<file path="src/rtl/psum_ofifo.sv">
// Output FIFO for a systolic array's south edge: one independent queue per column
// absorbs skewed psum arrival, and whole rows are popped once every column has data.

module psum_ofifo_col #(
    parameter int psum_bw = 16,
    parameter int depth   = 8
) (
    input  logic               clk,
    input  logic               reset,
    input  logic               wr,
    input  logic               pop,
    input  logic [psum_bw-1:0] din,
    output logic [psum_bw-1:0] head,
    output logic               full,
    output logic               nonempty,
    output logic               drop
);
    localparam int AW = $clog2(depth);

    logic [AW-1:0]      wp_q, wp_d;
    logic [AW-1:0]      rp_q, rp_d;
    logic [AW:0]        cnt_q, cnt_d;
    logic [psum_bw-1:0] mem_q [depth];
    logic [psum_bw-1:0] mem_d [depth];
    logic               wr_acc;

    // pop is only raised by the parent when every column is non-empty,
    // so this queue never has to guard against underflow itself.
    always_comb begin
        full     = (cnt_q == (AW+1)'(depth));
        nonempty = (cnt_q != '0);
        wr_acc   = wr && (!full || pop);
        drop     = wr && full && !pop;
        wp_d     = wp_q;
        rp_d     = rp_q;
        cnt_d    = cnt_q;
        mem_d    = mem_q;
        if (wr_acc) begin
            mem_d[wp_q] = din;
            wp_d        = wp_q + 1'b1;
        end
        if (pop) begin
            rp_d = rp_q + 1'b1;
        end
        case ({wr_acc, pop})
            2'b10:   cnt_d = cnt_q + 1'b1;
            2'b01:   cnt_d = cnt_q - 1'b1;
            default: cnt_d = cnt_q;
        endcase
    end

    assign head = mem_q[rp_q];

    always_ff @(posedge clk or posedge reset) begin
        if (reset) begin
            wp_q  <= '0;
            rp_q  <= '0;
            cnt_q <= '0;
        end else begin
            wp_q  <= wp_d;
            rp_q  <= rp_d;
            cnt_q <= cnt_d;
        end
    end

    // Storage is left unreset; pointers and counts alone define what is valid.
    always_ff @(posedge clk) begin
        mem_q <= mem_d;
    end
endmodule

module psum_ofifo #(
    parameter int col     = 8,
    parameter int psum_bw = 16,
    parameter int depth   = 8
) (
    input  logic                   clk,
    input  logic                   reset,
    input  logic [psum_bw*col-1:0] in,
    input  logic [col-1:0]         wr,
    input  logic                   rd,
    output logic [psum_bw*col-1:0] out,
    output logic                   out_valid,
    output logic                   o_valid,
    output logic                   o_full,
    output logic                   o_ready,
    output logic                   overflow
);
    logic [col-1:0][psum_bw-1:0] in_v;
    logic [col-1:0][psum_bw-1:0] head_v;
    logic [col-1:0][psum_bw-1:0] out_q, out_d;
    logic [col-1:0]              full_v;
    logic [col-1:0]              nonempty_v;
    logic [col-1:0]              drop_v;
    logic                        pop;
    logic                        out_valid_q, out_valid_d;
    logic                        overflow_q, overflow_d;

    assign in_v = in;

    for (genvar gi = 0; gi < col; gi++) begin : g_col
        psum_ofifo_col #(
            .psum_bw(psum_bw),
            .depth  (depth)
        ) u_col (
            .clk     (clk),
            .reset   (reset),
            .wr      (wr[gi]),
            .pop     (pop),
            .din     (in_v[gi]),
            .head    (head_v[gi]),
            .full    (full_v[gi]),
            .nonempty(nonempty_v[gi]),
            .drop    (drop_v[gi])
        );
    end

    // Status flags come only from registered counts, keeping them free of
    // combinational paths from the array-side strobes.
    always_comb begin
        o_valid     = &nonempty_v;
        o_full      = |full_v;
        o_ready     = !o_full;
        pop         = rd && o_valid;
        out_d       = pop ? head_v : out_q;
        out_valid_d = pop;
        overflow_d  = overflow_q || (|drop_v);
    end

    always_ff @(posedge clk or posedge reset) begin
        if (reset) begin
            out_q       <= '0;
            out_valid_q <= 1'b0;
            overflow_q  <= 1'b0;
        end else begin
            out_q       <= out_d;
            out_valid_q <= out_valid_d;
            overflow_q  <= overflow_d;
        end
    end

    assign out       = out_q;
    assign out_valid = out_valid_q;
    assign overflow  = overflow_q;
endmodule

</file>
<file path="config.mk">
export PLATFORM = sky130hd
export DESIGN_NAME = psum_ofifo
export DESIGN_NICKNAME = d
export VERILOG_FILES = /design/src/rtl/psum_ofifo.sv
export SDC_FILE = /design/constraint.sdc
export NUM_CORES = 1
export LEC_CHECK = 0
export BUFFER_PORTS_ARGS = -buffer_cell sky130_fd_sc_hd__buf_2
export CAP_MARGIN = 15
export CORE_UTILIZATION = 55
export CTS_BUF_LIST = sky130_fd_sc_hd__clkbuf_8
export DETAILED_ROUTE_END_ITERATION = 10
export HOLD_SLACK_MARGIN = 0.06
export PLACE_DENSITY = 0.73
export SLEW_MARGIN = 40
export SYNTH_ARGS = -nofsm -noshare
export SYNTH_HDL_FRONTEND = slang
export SYNTH_SLANG_ARGS = --single-unit
</file>
<file path="constraint.sdc">
create_clock -name clk -period 16.6 [get_ports clk]
set_clock_uncertainty 0.15 [all_clocks]
set_input_delay 2.49 -clock clk [delete_from_list [all_inputs] [get_ports clk]]
set_output_delay 2.49 -clock clk [all_outputs]
set_load 0.02 [all_outputs]
</file>
==> results.ini <==
[outcome]
status=finished, final reports clean

[hold_path]
holdCritPathClass=reg -> reg
hold_path_end=out[25]
min_from=out[25]
hold_depth=2

[routing]
wl_per_cell_um=22.2
firstDrtPassIters=7
vias=23400
routed_via_density=5.63
antenna_left=0
wl_mm=92.7
drc=0
drt-initial-drc-count=1520

[sta]
worst_slack_ns=11.20
finalSetupTns_ns=0
rsz0062_at_grt=false
post-route-period-util_pct=32.6
finalCriticalPeriod_ns=5.40
fmax_mhz=185
slew_headroom_pct=42.3
hold_violations=0
holdWs_ns=0.323
worst_pin_slew_ns=0.862
setup_viol=0
report.final.slew_viol_count=0

[setup_path]
cp.required_ns=17.15
end_kind=flop
critPathMaxFanout=50
r2r_cells=14
worstSetupStartpointType=input port
reg2reg_to=g_col[1].u_col.cnt_q[3]
timing.rr.start=g_col[5].u_col.cnt_q[0]
path_class=in -> reg
cp_data_arrival_time_ns=5.96
reg2reg_setup_slack_ns=11.57

[power_and_ir_drop]
power.density_mw_per_mm2=180
p_leak_nw=19.8
p_sw_share_pct=33.2
finalPower_mw=9.86
p_seq_share_pct=44.9
pwr-share-clk_pct=23.9
ir_worst_vdd_mv=0.126
share_comb_of_total_power_pct=31.2
internal_power_mw=6.58
switching_power_mw=3.28

[placement]
post-place-ws_ns=10.02
placedCellCount=3798
postPlaceCellArea_mm2=0.0510
place.gp.congestion=0.760
hpwl_mm=56.9
io_buffers=271

[clock_tree]
cts-root-buf=clkbuf_8
cts_tree=yes
cts_hold_buf=0
cts_resized=0
cts_buffer_depth=3
clkTransAtPathRegs_ns=0.06
cts_buffers=190
clk-insertion-delay-late_ns=0.85
h-tree-depth=4
postCtsSetupBuffers=0
cts.sinks=1234

[yosys]
synth_area_leader_cell=edfxtp_1
synth-seq-cells=1234
seq_area_frac_synth_pct=75.5
synthArstFlopShare_pct=17.0
synth_cell_type_count=43
ys_top_cells_by_count=1024 x edfxtp_1, 256 x mux4_2, 210 x dfrtp_1
syn_nets=2611
yosysMostFrequentCell=edfxtp_1
synth_area_mm2=0.0477
ys_warn_count=0
synthDominantCellAreaShare_pct=64.5
avgSynthCellArea_um2=19.6
synthCells=2430
synthFlopType=edfxtp_1
synth_edf_count=1024
synth_area_leaders=edfxtp_1 64%, mux4_2 12%, dfrtp_1 11%, mux2i_1 2.9%, o21ai_0 1.5%

[global_routing]
grt_pass1_wl_mm=143
antenna_found_initial=12
grt_pass1_vias=25000
grt_overflow=0
grt_max_degree=107
track_usage_pct=21.7

[floorplanning]
io-pin-count=272
core_area_mm2=0.0855
die-area_mm2=0.0879
chipWidth_um=296
start_util_pct=55.7
die_h_um=296
num_rows=107

[layout]
finalInstanceArea_mm2=0.0547
final_cells=4167
fill_cells=5791
nNetsFinal=3032
final_core_util_pct=64.0
areaGrowthSynthToFinish_pct=14.7
drive_above_1_share_pct=32.1

[job]
drv_cap=0

## worst max-delay path by stage
stage                                           to  start  slack, ns
after floorplan            g_col[0].u_col.cnt_q[0]  reset       8.22
after global placement    g_col[3].u_col.mem_q[98]     rd      10.14
after detailed placement  g_col[5].u_col.mem_q[15]     rd      10.02
after CTS                  g_col[5].u_col.mem_q[0]     rd      10.95
after global routing       g_col[1].u_col.cnt_q[3]     rd      11.02
final                      g_col[1].u_col.cnt_q[3]     rd      11.20
## layout by cell type (no fill, tap or decap), drive strengths merged, types with 8 or more instances in the layout
cell type and n:
edfxtp 1024, buf 357, mux4 256, dfrtp 210, clkbuf 200, nand2 189
o21ai 145, mux2i 138, inv 113, clkinv 76, xnor2 46, nor3 42
ha 34, nor2 30, mux2 20, a21o 15, nand3 14, o211ai 10
a21oi 9, a22o 8, fa 8, nor4 8, nor3b 8
## routing by layer
metal | global-route usage [%] | wire length (um)
met5 | 0 | 75
met1 | 28.8 | 38100
met2 | 36.3 | 47400
met4 | 6.32 | 1490
met3 | 4.95 | 5670
## flip-flops by register name, indices dropped and copies added, names as in the netlist
name               count
g_col.u_col.mem_q   1024
g_col.u_col.cnt_q     32
out                  128
out_valid              1
g_col.u_col.rp_q      24
g_col.u_col.wp_q      24
overflow               1
## critical path, stage by stage
cell and delay (ns):
buf_2 0.10, nand4_4 0.39, buf_16 0.36, inv_2 0.24
buf_4 0.60, o21ai_0 0.35, ha_1 0.33, ha_1 0.29
a21o_1 0.18, a21oi_1 0.19, xnor2_1 0.16, nor2_1 0.07
xor2_1 0.14
## power by group through the flow
stage                     Clock [mW]  Combinational [mW]  Sequential, mW
after floorplan                    0                2.15            4.47
after global placement             0                3.00            4.44
after global routing            2.55                3.38            4.49
after detailed placement           0                3.12            4.49
after CTS                       2.42                3.12            4.43
final                           2.36                3.08            4.42
## cells by family after synthesis
kind of cell	share of synthesized area [%]
flip-flops	75.5
AND/OR/NAND/NOR	2.91
AO/OA/AOI/OAI	2.45
adder cells (fa/ha/maj)	1.23
XOR/XNOR	0.955
buffers and inverters	1.48
multiplexers	15.5
## layout make-up
cell class              instances  area [um2]  area share (%)
diodes                          6        15.0          0.0274
clock buffers                 199        2740            5.01
clock inverters               159         880            1.61
inverters                      40         163           0.297
multi-input cells            1027       11300            20.7
flip-flops and latches       1234       36000            65.8
well taps                    1144        1430            2.62
repair buffers                358        2110            3.86
Note: power is estimated with default switching activity, not from simulation.
